[src/rtl/stopwatch_ctrl.sv]
// rtl/stopwatch_ctrl.sv - button conditioning and run/lap/clear sequencer for the stopwatch

module stopwatch_btn_cond #(
    parameter int DEBOUNCE_CYCLES = 1_000_000
) (
    input  logic clk,
    input  logic reset_n,
    input  logic btn,
    output logic evt
);
    localparam int CW = $clog2(DEBOUNCE_CYCLES);
    localparam logic [CW-1:0] CNT_MAX = CW'(DEBOUNCE_CYCLES - 1);

    logic          sync_1;
    logic          sync_2;
    logic          level;
    logic          level_q;
    logic [CW-1:0] stable_cnt;

    always_ff @(posedge clk) begin
        if (!reset_n) begin
            sync_1     <= 1'b0;
            sync_2     <= 1'b0;
            level      <= 1'b0;
            level_q    <= 1'b0;
            stable_cnt <= '0;
        end else begin
            sync_1  <= btn;
            sync_2  <= sync_1;
            level_q <= level;
            // Count consecutive cycles of disagreement; any agreement restarts the count.
            if (sync_2 != level) begin
                if (stable_cnt == CNT_MAX) begin
                    level      <= sync_2;
                    stable_cnt <= '0;
                end else begin
                    stable_cnt <= stable_cnt + 1'b1;
                end
            end else begin
                stable_cnt <= '0;
            end
        end
    end

    assign evt = level & ~level_q;
endmodule

module stopwatch_ctrl #(
    parameter int DEBOUNCE_CYCLES = 1_000_000
) (
    input  logic       clk,
    input  logic       reset_n,
    input  logic       btn_ss,
    input  logic       btn_lr,
    input  logic [3:0] cnt_d0,
    input  logic [3:0] cnt_d1,
    input  logic [3:0] cnt_d2,
    input  logic [3:0] cnt_d3,
    output logic       run,
    output logic       clr,
    output logic [3:0] disp_d0,
    output logic [3:0] disp_d1,
    output logic [3:0] disp_d2,
    output logic [3:0] disp_d3,
    output logic       lap_active,
    output logic [1:0] state
);
    typedef enum logic [1:0] {
        IDLE    = 2'd0,
        RUNNING = 2'd1,
        PAUSED  = 2'd2,
        LAP     = 2'd3
    } state_t;

    state_t     state_q;
    state_t     state_nxt;
    logic       clr_nxt;
    logic       lap_load;
    logic       ss_evt;
    logic       lr_evt;
    logic [3:0] lap_d0;
    logic [3:0] lap_d1;
    logic [3:0] lap_d2;
    logic [3:0] lap_d3;

    stopwatch_btn_cond #(.DEBOUNCE_CYCLES(DEBOUNCE_CYCLES)) u_ss_cond (
        .clk     (clk),
        .reset_n (reset_n),
        .btn     (btn_ss),
        .evt     (ss_evt)
    );

    stopwatch_btn_cond #(.DEBOUNCE_CYCLES(DEBOUNCE_CYCLES)) u_lr_cond (
        .clk     (clk),
        .reset_n (reset_n),
        .btn     (btn_lr),
        .evt     (lr_evt)
    );

    // Start/stop has priority: a simultaneous lap/reset press is dropped.
    always_comb begin
        state_nxt = state_q;
        clr_nxt   = 1'b0;
        lap_load  = 1'b0;
        case (state_q)
            IDLE: begin
                if (ss_evt) begin
                    state_nxt = RUNNING;
                end else if (lr_evt) begin
                    clr_nxt = 1'b1;
                end
            end
            RUNNING: begin
                if (ss_evt) begin
                    state_nxt = PAUSED;
                end else if (lr_evt) begin
                    state_nxt = LAP;
                    lap_load  = 1'b1;
                end
            end
            LAP: begin
                if (ss_evt) begin
                    state_nxt = PAUSED;
                end else if (lr_evt) begin
                    state_nxt = RUNNING;
                end
            end
            PAUSED: begin
                if (ss_evt) begin
                    state_nxt = RUNNING;
                end else if (lr_evt) begin
                    state_nxt = IDLE;
                    clr_nxt   = 1'b1;
                end
            end
            default: state_nxt = IDLE;
        endcase
    end

    always_ff @(posedge clk) begin
        if (!reset_n) begin
            state_q    <= IDLE;
            run        <= 1'b0;
            clr        <= 1'b0;
            lap_active <= 1'b0;
            lap_d0     <= 4'd0;
            lap_d1     <= 4'd0;
            lap_d2     <= 4'd0;
            lap_d3     <= 4'd0;
            disp_d0    <= 4'd0;
            disp_d1    <= 4'd0;
            disp_d2    <= 4'd0;
            disp_d3    <= 4'd0;
        end else begin
            state_q    <= state_nxt;
            run        <= (state_nxt == RUNNING) || (state_nxt == LAP);
            clr        <= clr_nxt;
            lap_active <= (state_nxt == LAP);
            if (lap_load) begin
                lap_d0 <= cnt_d0;
                lap_d1 <= cnt_d1;
                lap_d2 <= cnt_d2;
                lap_d3 <= cnt_d3;
            end
            // On the capture edge the live digits are exactly what gets latched.
            if ((state_nxt == LAP) && !lap_load) begin
                disp_d0 <= lap_d0;
                disp_d1 <= lap_d1;
                disp_d2 <= lap_d2;
                disp_d3 <= lap_d3;
            end else begin
                disp_d0 <= cnt_d0;
                disp_d1 <= cnt_d1;
                disp_d2 <= cnt_d2;
                disp_d3 <= cnt_d3;
            end
        end
    end

    assign state = state_q;
endmodule

[config.mk]
export PLATFORM = sky130hd
export DESIGN_NAME = stopwatch_ctrl
export DESIGN_NICKNAME = d
export VERILOG_FILES = /design/src/rtl/stopwatch_ctrl.sv
export SDC_FILE = /design/constraint.sdc
export NUM_CORES = 1
export LEC_CHECK = 0
export CAP_MARGIN = 20
export CORE_MARGIN = 2
export CORE_UTILIZATION = 34
export CTS_BUF_LIST = sky130_fd_sc_hd__clkbuf_2 sky130_fd_sc_hd__clkbuf_4 sky130_fd_sc_hd__clkbuf_8
export CTS_CLUSTER_DIAMETER = 40
export DETAILED_ROUTE_END_ITERATION = 10
export PLACE_DENSITY = 0.52
export SYNTH_ARGS = -nofsm -noshare
export SYNTH_HDL_FRONTEND = slang
export SYNTH_SLANG_ARGS = --single-unit
[constraint.sdc]
create_clock -name clk -period 4.98 [get_ports clk]
set_input_delay 0.747 -clock clk [delete_from_list [all_inputs] [get_ports clk]]
set_output_delay 0.747 -clock clk [all_outputs]
set_load 0.02 [all_outputs]
# Word level (Yosys, flattened, before mapping)
# Cells that the tools add are included.
# op_classes
addsub	2
eq_ne	9
mux	15
n_bitwise	7
reduce_logical	10
# ops
operator	n
$add 20x1->20 const B	2
$eq 20x20->1 const B	2
$mux 4	4
$mux 2	7
$pmux 2 s4	1
$eq 2x2->1 const B	3
$reduce_and 2->1	3
$reduce_or 3->1	2
$not 1->1	5
$eq 2x1->1 const B	2
$mux 1	3
$and 1x1->1	2
$logic_not 2->1	1
$ne 1x1->1	2
$reduce_or 2->1	1
$logic_and 1x1->1	1
$logic_not 1->1	1
$logic_or 1x1->1	1
# word_totals
regBits	85
input_bits	20
out_inout_bits	21
wordCells	65

# Longest topological paths before layout
# Gate-level depths: netlist of run 1.
# depth
word_depth	8
depth_mapped	7
mapped_depth_nobuf	5

# Cells and area by module
# A second synthesis of run 1 with hierarchy kept.
# unflattened
cells_unflattened	347
area_unflattened_um2	3467.1
# by_module_without_submodules
module	n_inst	cells_each	area_per_inst_um2	seq_area_each_um2
stopwatch_btn_cond	2	113	1053.5	480.5
stopwatch_ctrl	1	121	1360.1	720.7

# Worst setup path before layout of run 1
# OpenSTA, ideal clock, no wires.
# synth_timing
path_kind	register to register
start	reg state_q[0], in the netlist state[0]
end	reg disp_d0[0]
setup_ns	0.128
arrival_ns	1.516
t_required_ns	4.852
slack_ns	3.337
path_stages_with_launch	6
path_buffers	2
period_less_slack_ns	1.643
path_cell_list	dfxtp_1 > clkbuf_1 > nand4_1 > buf_2 > mux2i_1 > nor2_1
# synth_via
elab_chain_cells	6
word_cells_on_any_way	17
# synth_rtl
item	line_no	source
from (decl)	75	state_t state_q;
from (signal assigned)	155	state_q <= state_nxt;
$mux 2 (on tied branches)	131, 116, 124	
$mux 2 (on tied branches)	129, 114, 122	
$pmux 2 s4	105	case (state_q)
$eq 2x2->1	166	if ((state_nxt == LAP) && !lap_load) begin
$logic_and 1x1->1 *	166	
$mux 4 *	166	
to (signal assigned)	167	disp_d0 <= lap_d0;
to (signal assigned)	172	disp_d0 <= cnt_d0;
to (decl)	61	output logic [3:0] disp_d0,
# Every way passes the cells marked *; elsewhere a longest branch is shown, timed or not.
# A chain may end at the register's enable or synchronous reset.

# Worst setup path in the final report of run 1
# layout_timing
start	reg state_q[0], in the netlist state[0]
end	out state[0]
# layout_lines
item	line_no	source
to (decl)	66	output logic [1:0] state
# No word-level cell between the ends.

==> flow_summary_export.csv, run 1 <==
group,metric,value,unit
pwr,p_clk_share,42.2,%
pwr,report.power.total,1.28,mW
clock_tree,path_clk_slew,0.08,ns
die,die_w,103,um
die,rows,36,
die,dieArea,10700,um2
placement,dpl_cell_area,3870,um2
clock_tree,cts.sinks,84,
placement,dp_hpwl,4260,um
pwr,p_leak,1.60,nW
placement,dp.cells,510,
setup_path,worst-path-buf-inv,1,
setup_path,slowest_delay,0.67,ns
setup_path,r2r-end,"lap_d3[3]$_SDFFE_PN0P_",
setup_path,required,4.23,ns
logic_synthesis,ys_ff_latch,84,
routing,via_per_inst,4.76,
clock_tree,clk_latency,0.35,ns
clock_tree,htree_levels,3,
global_route,first_global_vias,2372,
pwr,switching_share,22.2,%
clock_tree,cts_hold_buf,0,
run_status,status,"complete, no violations",
pwr,power_density,313,nW/um2
setup_path,cp_cell_sequence,"clkdlybuf4s50_1",
placement,gp_congestion,0.786,
pwr,p_comb_share,4.5,%
timing,hold_ws,0.440,ns
die,start_util,34.7,%
layout,diodes,0,
logic_synthesis,yosysSeqAreaShare,50.1,%
routing,ant_nets,0,
logic_synthesis,synth_edf_count,0,
logic_synthesis,synth_nets,373,
layout,area_growth,21.8,%
clock_tree,cts_tree,"yes",
clock_tree,cts_setup_buffers,0,
logic_synthesis,syn-cell-area,3360,um2
die,coreArea,9680,um2
setup_path,r2r_start,"u_lr_cond.level$_SDFFE_PN0P_",
layout,finalInstanceArea,4090,um2
timing,tightest_slew,1.08,ns
routing,drt_iter0_drc,56,
hold_path,whs_endpoint,"u_ss_cond.sync_2$_SDFF_PN0_",
timing,setup_viol,0,
clock_tree,clk_path_buf_depth,2,
placement,port_buffers,40,
timing,setup_slack,2.73,ns
hold_path,min_path_cells,1,
hold_path,hold_path_class,"reg -> reg",
timing,hold_viol,0,
routing,num_vias,2502,
layout,final_cells,526,
timing,tns,0,ns
routing,dr.pass1.iters,4,
layout,nets,410,
pwr,p_seq_share,53.4,%
layout,utilization,42.2,%
logic_synthesis,syn_avg_cell_area,9.56,um2
routing,wl,6390,um
setup_path,worstPathMaxFanout,8,
routing,wl_per_cell,12.2,um
layout,final_cell_mix,"84 x dfxtp_1, 63 x nor2_1, 40 x clkdlybuf4s50_1, 32 x mux2i_1, 18 x xor2_1",
die,die_y,103,um
die,pin_count,41,
timing,rsz0062_at_grt,"no",
setup_path,r2r_slack,2.96,ns
timing,finalCritPeriodShare,45.1,%
global_route,grt_pass1_wl,10900,um
routing,drc_errors,0,
setup_path,worstSetupStartpointType,"register",
global_route,overflow,0,
clock_tree,ctsRootBufferMaster,"clkbuf_8",
timing,slew_headroom,27.5,%
setup_path,critical_path.endpoint_type,"output port",
hold_path,min_from,"u_ss_cond.sync_1$_SDFF_PN0_",
setup_path,critical_path.slowest_cell,"clkdlybuf4s50_1",
layout,final_common_cell,"dfxtp_1",
logic_synthesis,ys.warnings.count,0,
pwr,switchingPower,0.284,mW
timing,fmaxAchievable,445,MHz
setup_path,cpLargestDelayFamily,"buffers and inverters",
logic_synthesis,async_flop_share,0,%
global_route,antenna_found_initial,0,
placement,dp_slack,2.75,ns
logic_synthesis,synthFlopType,"dfxtp_1",
layout,layout-drive-gt1-share,7.38,%
timing,drv_slew,0,
layout,fill_cells,964,
pwr,internal-power,0.995,mW
setup_path,rr_worst_depth,4,
timing,fin_skew,0.00856,ns
setup_path,crit_arrival,1.50,ns
clock_tree,post_cts_resized,0,
global_route,grt_max_degree,38,
layout,top_regs,"u_lr_cond.stable_cnt (20), u_ss_cond.stable_cnt (20)",
timing,min_period,2.25,ns
clock_tree,cts_buffers,9,
global_route,grt_use_total,12.9,%
logic_synthesis,ys_types,40,
logic_synthesis,synthCells,351,
setup_path,crit_type,"reg -> out",
flow_run,cap_violations,0,
pwr,ir_drop,116,uV
-- cell type report --
class / instances / area [um2] / area share, %
clock buffer: 9 / 124 / 3.03
clock inverter: 7 / 100 / 2.45
inverter: 8 / 30.0 / 0.734
multi-input combinational: 242 / 1570 / 38.3
sequential: 84 / 1680 / 41.1
tap: 133 / 166 / 4.07
timing repair buffer: 43 / 423 / 10.3
-- logic make-up (layout without fill, tap and decap cells) --
group	after synthesis	count (layout)	synth area share (%)
xor gates and xnor gates	28	28	7.31
buffers and inverters	25	67	3.28
muxes	32	32	9.54
adders and majority gates	2	2	0.745
AOI/OAI and AO/OA	32	32	5.63
and+or+nand+nor	148	148	23.4
DFF	84	84	50.1
-- worst max path at each step --
stage	startpoint	to	slack, ns	cells past startpoint
CTS	state[0]$_SDFF_PN0_	state[0]	2.71	1
global placement	reset_n	clr$_SDFF_PN0_	2.80	3
finish	state[0]$_SDFF_PN0_	state[0]	2.73	1
global route	state[0]$_SDFF_PN0_	run	2.63	1
detailed placement	reset_n	clr$_SDFF_PN0_	2.75	3
floorplan	state[0]$_SDFF_PN0_	disp_d0[0]$_SDFF_PN0_	3.34	5
-- Yosys cell counts, types with 2 or more instances --
library cell / number / area share (%)
and2_1: 8 / 1.5
and4_1: 5 / 1.3
inv_1: 7 / 0.78
ha_1: 2 / 0.75
nand2_1: 12 / 1.3
nand4_1: 13 / 2.4
dfxtp_1: 84 / 50
nor4b_1: 3 / 0.78
clkbuf_1: 7 / 0.78
o21ai_0: 10 / 1.5
nand2b_1: 2 / 0.37
nor2_1: 63 / 7.0
o211ai_1: 2 / 0.45
buf_4: 2 / 0.45
or4_1: 3 / 0.67
xnor2_1: 10 / 2.6
o31ai_1: 3 / 0.67
mux2i_1: 32 / 9.5
a21oi_1: 13 / 1.9
nor4_1: 4 / 0.75
xor2_1: 18 / 4.7
and3_1: 4 / 0.75
buf_2: 7 / 1.0
nand4_2: 2 / 0.75
nor3_1: 2 / 0.30
nand3_1: 11 / 1.6
or3_1: 9 / 1.7
-- metal layers --
metal / part of all wire, % / GRT usage (%) / vias up / routed length (um)
met5: 0 / 0 / - / 0
met4: 1.8 / 6.38 / 0 / 112
met3: 3.6 / 2.89 / 10 / 231
met2: 44 / 20.4 / 43 / 2840
met1: 50 / 16.7 / 1166 / 3210
li1: - / - / 1283 / -
-- power by group through the flow --
stage	clock network, mW	logic (mW)	registers [mW]
floorplan	0	0.0154	0.707
global placement	0	0.0576	0.699
detailed placement	0	0.0580	0.699
CTS	0.556	0.0584	0.683
global route	0.582	0.0623	0.684
finish	0.539	0.0573	0.683
Note: power is estimated with default switching activity, not from simulation.
==> run 2: changes to the inputs <==
==> constraint.sdc (replaced) <==
create_clock -name clk -period 2.1 [get_ports clk]
set_input_delay 0.315 -clock clk [delete_from_list [all_inputs] [get_ports clk]]
set_output_delay 0.315 -clock clk [all_outputs]
set_load 0.02 [all_outputs]
==> run 2 against run 1 <==
  * Worst setup slack worse by 2.5 ns
  * Cell area increased by 0.46%
  * Die area unchanged
  * Hold slack worse by 0.0051 ns
  * Count of clock-buffer cells in the layout rose by 1
  * Flip-flop and latch count is the same
  * Sequential share of layout area is 0.19 points lower
  * Sequential power rose by 140%
  * Critical path depth stayed put
  * Clock skew rose by 0.0033 ns
  * Global-route usage fell by 0.59 points
  * Critical path type unchanged
==> flow_summary_export.csv, run 2 (synthesized netlist as in run 1, its figures left out) <==
group,metric,value,unit
setup_path,r2r_slack,0.29,ns
setup_path,worst-path-buf-inv,1,
hold_path,hold_path_class,"reg -> reg",
timing,finalCritPeriodShare,87.5,%
routing,ant_nets,0,
die,rows,36,
setup_path,critical_path.endpoint_type,"output port",
routing,dr.pass1.iters,4,
timing,setup_viol,0,
die,dieArea,10700,um2
clock_tree,cts_buffers,9,
pwr,switchingPower,0.665,mW
timing,tns,0,ns
die,start_util,34.7,%
setup_path,cp_cell_sequence,"clkdlybuf4s50_1",
die,die_w,103,um
timing,rsz0062_at_grt,"no",
pwr,p_seq_share,54.9,%
layout,layout-drive-gt1-share,8.08,%
setup_path,required,1.78,ns
timing,min_period,1.84,ns
setup_path,crit_type,"reg -> out",
clock_tree,cts_hold_buf,0,
setup_path,critPathLaunch,"state[0]$_SDFF_PN0_",
setup_path,r2r_start,"u_ss_cond.stable_cnt[2]$_SDFF_PP0_",
clock_tree,clk_path_buf_depth,2,
pwr,switching_share,22.6,%
pwr,ir_drop,337,uV
timing,tightest_slew,0.424,ns
setup_path,endpoint,"run",
layout,diodes,0,
global_route,overflow,0,
pwr,report.power.total,2.95,mW
layout,finalInstanceArea,4110,um2
pwr,power_density,717,nW/um2
clock_tree,path_clk_slew,0.08,ns
die,coreArea,9680,um2
setup_path,crit_arrival,1.52,ns
global_route,grt_use_total,12.3,%
layout,final_common_cell,"dfxtp_1",
layout,utilization,42.4,%
timing,hold_ws,0.434,ns
clock_tree,ctsRootBufferMaster,"clkbuf_8",
pwr,internal-power,2.28,mW
layout,area_growth,22.4,%
clock_tree,cts_tree,"yes",
clock_tree,post_cts_resized,0,
setup_path,cpLargestDelayFamily,"buffers and inverters",
clock_tree,clk_latency,0.35,ns
routing,via_per_inst,4.68,
setup_path,slowest_delay,0.67,ns
timing,fin_skew,0.0118,ns
clock_tree,cts.sinks,84,
placement,dp_hpwl,4260,um
global_route,grt_pass1_wl,10300,um
routing,wl,6270,um
setup_path,worstSetupStartpointType,"register",
flow_run,cap_violations,0,
timing,fmaxAchievable,544,MHz
setup_path,critical_path.slowest_cell,"clkdlybuf4s50_1",
placement,dpl_cell_area,3900,um2
global_route,first_global_vias,2254,
run_status,status,"complete, no violations",
setup_path,worstPathMaxFanout,8,
placement,port_buffers,40,
die,die_y,103,um
pwr,p_comb_share,4.8,%
routing,drt_iter0_drc,47,
clock_tree,htree_levels,3,
global_route,antenna_found_initial,0,
setup_path,r2r-end,"u_ss_cond.stable_cnt[17]$_SDFF_PP0_",
setup_path,cp.depth,1,
clock_tree,cts_setup_buffers,0,
layout,nets,413,
die,pin_count,41,
timing,drv_slew,0,
routing,drc_errors,0,
global_route,grt_max_degree,34,
layout,top_regs,"u_lr_cond.stable_cnt (20), u_ss_cond.stable_cnt (20)",
layout,fill_cells,963,
pwr,p_clk_share,40.2,%
layout,final_cell_mix,"84 x dfxtp_1, 63 x nor2_1, 40 x clkdlybuf4s50_1, 32 x mux2i_1, 18 x xor2_1",
routing,num_vias,2478,
setup_path,rr_worst_depth,4,
timing,hold_viol,0,
pwr,p_leak,1.63,nW
placement,gp_congestion,0.748,
timing,slew_headroom,71.5,%
routing,wl_per_cell,11.9,um
==> run 2: changes by cell type in the layout (fill, tap and decap cells not counted) <==
| cell | previous run | this run |
|---|---|---|
| clkinv_2 | 0 | 1 |
| buf_12 | 0 | 1 |
| clkinv_4 | 1 | 2 |
| clkinvlp_4 | 3 | 0 |
| inv_6 | 1 | 2 |
| bufinv_16 | 2 | 1 |
| clkbuf_8 | 9 | 10 |
| buf_4 | 3 | 5 |
==> run 2: cell type report <==
cell class,instances,area [um2],area share (%)
Clock buffer,10,138,3.35
Tap cell,133,166,4.05
Multi-Input combinational cell,242,1570,38.1
Clock inverter,6,70.1,1.71
Timing Repair Buffer,46,458,11.1
Inverter,8,30.0,0.731
Sequential cell,84,1680,40.9
==> run 2: power by group through the flow <==
stage	Sequential (mW)	Combinational, mW	Clock (mW)
6_report	1.62	0.143	1.18
3_5_place_dp	1.66	0.144	0
3_3_place_gp	1.66	0.143	0
5_1_grt	1.62	0.155	1.30
2_1_floorplan	1.68	0.0366	0
4_1_cts	1.62	0.146	1.23
==> run 2: metal layers <==
metal  global-route usage, %  wire length, um  share of wire [%]
met3                    4.30              277                4.4
met5                       0                0                  0
met4                    4.55               87                1.4
met2                    19.3             2860                 46
met1                    15.7             3050                 49
==> run 2: worst min-delay path by stage <==
stage,start,endpoint,depth (start not counted)
floorplan,u_lr_cond.sync_1$_SDFF_PN0_,u_lr_cond.sync_2$_SDFF_PN0_,1
global placement,u_ss_cond.sync_1$_SDFF_PN0_,u_ss_cond.sync_2$_SDFF_PN0_,1
detailed placement,u_ss_cond.sync_1$_SDFF_PN0_,u_ss_cond.sync_2$_SDFF_PN0_,1
CTS,u_ss_cond.sync_1$_SDFF_PN0_,u_ss_cond.sync_2$_SDFF_PN0_,1
global route,u_ss_cond.sync_1$_SDFF_PN0_,u_ss_cond.sync_2$_SDFF_PN0_,1
finish,u_ss_cond.sync_1$_SDFF_PN0_,u_ss_cond.sync_2$_SDFF_PN0_,1
==> run 2: through the flow <==
step           worst slack (ns)  cells
6_report                  0.263    529
5_1_grt                   0.134    529
4_1_cts                   0.234    529
3_5_place_dp              0.324    513
3_3_place_gp              0.369    513
2_1_floorplan             0.457    351
==> run 3: changes to the inputs <==
--- a/config.mk
+++ b/config.mk
@@ -12,6 +12,7 @@
 export CTS_CLUSTER_DIAMETER = 40
 export DETAILED_ROUTE_END_ITERATION = 10
 export PLACE_DENSITY = 0.52
+export RECOVER_POWER = 25
 export SYNTH_ARGS = -nofsm -noshare
 export SYNTH_HDL_FRONTEND = slang
 export SYNTH_SLANG_ARGS = --single-unit
==> run 3 against run 2 <==
  * Combinational power is 3% lower
  * Sequential power hardly changed
  * Power shrank 0.17%
  * Die area is the same
  * Hold slack stayed put
  * Critical endpoint unchanged
  * Worst setup slack barely moved
  * Count of clock-buffer cells in the layout stayed put
  * Flip-flop and latch count did not move
  * Clock skew about the same
==> flow_summary_export.csv, run 3 (synthesized netlist as in run 1, its figures left out) <==
group,metric,value,unit
die,rows,36,
global_route,grt_use_total,12.3,%
timing,hold_viol,0,
placement,gp_congestion,0.748,
timing,tightest_slew,0.678,ns
global_route,grt_pass1_wl,10300,um
clock_tree,cts_tree,"yes",
timing,finalCritPeriodShare,87.5,%
global_route,overflow,0,
die,start_util,34.7,%
setup_path,crit_arrival,1.52,ns
routing,dr.pass1.iters,4,
layout,seqCellArea,1680,um2
layout,top_regs,"u_lr_cond.stable_cnt (20), u_ss_cond.stable_cnt (20)",
setup_path,crit_type,"reg -> out",
setup_path,cpLargestDelayFamily,"buffers and inverters",
layout,layout-drive-gt1-share,7.58,%
setup_path,cp.depth,1,
clock_tree,cts_hold_buf,0,
layout,nets,413,
setup_path,rr_worst_depth,4,
placement,dp_hpwl,4260,um
clock_tree,post_cts_resized,0,
timing,drv_slew,0,
setup_path,r2r-end,"u_ss_cond.stable_cnt[17]$_SDFF_PP0_",
routing,num_vias,2480,
setup_path,critical_path.slowest_cell,"clkdlybuf4s50_1",
setup_path,worst-path-buf-inv,1,
layout,final_cell_mix,"84 x dfxtp_1, 63 x nor2_1, 39 x clkdlybuf4s50_1, 32 x mux2i_1, 18 x xor2_1",
die,pin_count,41,
global_route,grt_max_degree,34,
global_route,antenna_found_initial,0,
setup_path,r2r_slack,0.29,ns
timing,min_period,1.84,ns
setup_path,cp_cell_sequence,"clkdlybuf4s50_1",
routing,wl,6280,um
setup_path,critical_path.endpoint_type,"output port",
placement,dpl_cell_area,3900,um2
pwr,power_density,719,nW/um2
clock_tree,path_clk_slew,0.08,ns
pwr,ir_drop,337,uV
placement,dp.cells,513,
clock_tree,cts_buffers,9,
timing,setup_viol,0,
layout,multi_input_area,1570,um2
clock_tree,ctsRootBufferMaster,"clkbuf_8",
setup_path,endpoint,"run",
setup_path,slowest_delay,0.67,ns
layout,final_common_cell,"dfxtp_1",
routing,ant_nets,0,
setup_path,worstPathMaxFanout,8,
die,die_w,103,um
clock_tree,htree_levels,3,
die,die_y,103,um
die,coreArea,9680,um2
routing,wl_per_cell,11.9,um
layout,area_growth,21.8,%
routing,drt_iter0_drc,52,
setup_path,worstSetupStartpointType,"register",
layout,final_cells,529,
layout,diodes,0,
layout,fill_cells,967,
timing,fin_skew,0.0119,ns
routing,drc_errors,0,
setup_path,r2r_start,"u_ss_cond.stable_cnt[2]$_SDFF_PP0_",
die,dieArea,10700,um2
timing,tns,0,ns
setup_path,critPathLaunch,"state[0]$_SDFF_PN0_",
clock_tree,clk_latency,0.35,ns
clock_tree,cts_setup_buffers,0,
run_status,status,"complete, no violations",
hold_path,hold_path_class,"reg -> reg",
clock_tree,clk_path_buf_depth,2,
timing,rsz0062_at_grt,"no",
clock_tree,cts.sinks,84,
routing,via_per_inst,4.69,
global_route,first_global_vias,2254,
pwr,p_leak,1.62,nW
flow_run,cap_violations,0,
layout,finalInstanceArea,4090,um2
timing,fmaxAchievable,544,MHz
timing,slew_headroom,54.8,%
pwr,report.power.total,2.94,mW
placement,port_buffers,40,
setup_path,required,1.78,ns
[run 3: cell count changes in the layout (fill, tap and decap cells not counted)]
cell / before / now
buf_12: 1 / 0
buf_4: 5 / 4
clkbuf_1: 0 / 1
clkbuf_2: 0 / 1
clkdlybuf4s50_1: 40 / 39
dlygate4sd3_1: 0 / 1
inv_1: 7 / 8
inv_2: 1 / 0
[run 3: final cells by class]
| type | instances | area share [%] |
|---|---|---|
| sequential | 84 | 41.1 |
| multi-input combinational | 242 | 38.3 |
| timing repair buffer | 46 | 10.7 |
| tap | 133 | 4.07 |
| clock buffer | 10 | 3.36 |
| clock inverter | 6 | 1.71 |
| inverter | 8 | 0.734 |
[run 3: where the power goes]
part           leakage, nW  internal, mW  switching [mW]
Clock                0.107         0.593           0.592
Combinational        0.832        0.0725          0.0652
Sequential           0.682          1.61         0.00654
[run 3: layer usage]
metal	routed length (um)	vias to the layer above	GRT usage (%)
li1	-	1292	-
met1	3040	1145	15.7
met2	2870	34	19.3
met3	277	9	4.30
met4	87	0	4.55
met5	0	-	0
[run 3: worst min-delay path by stage]
stage	cells past startpoint	end	from	slack, ns
6_report	1	u_ss_cond.sync_2$_SDFF_PN0_	u_ss_cond.sync_1$_SDFF_PN0_	0.43
3_5_place_dp	1	u_ss_cond.sync_2$_SDFF_PN0_	u_ss_cond.sync_1$_SDFF_PN0_	0.42
3_3_place_gp	1	u_ss_cond.sync_2$_SDFF_PN0_	u_ss_cond.sync_1$_SDFF_PN0_	0.42
5_1_grt	1	u_ss_cond.sync_2$_SDFF_PN0_	u_ss_cond.sync_1$_SDFF_PN0_	0.47
4_1_cts	1	u_ss_cond.sync_2$_SDFF_PN0_	u_ss_cond.sync_1$_SDFF_PN0_	0.44
2_1_floorplan	1	u_lr_cond.sync_2$_SDFF_PN0_	u_lr_cond.sync_1$_SDFF_PN0_	0.41
[run 3: metrics by stage]
stage | setup WS (ns) | util (%) | hold WS (ns)
after floorplan | 0.457 | - | 0.412
after global placement | 0.369 | 40.3 | 0.420
after detailed placement | 0.324 | 40.3 | 0.421
after CTS | 0.234 | 42.4 | 0.439
after global routing | 0.134 | 42.2 | 0.465
final | 0.263 | 42.2 | 0.434
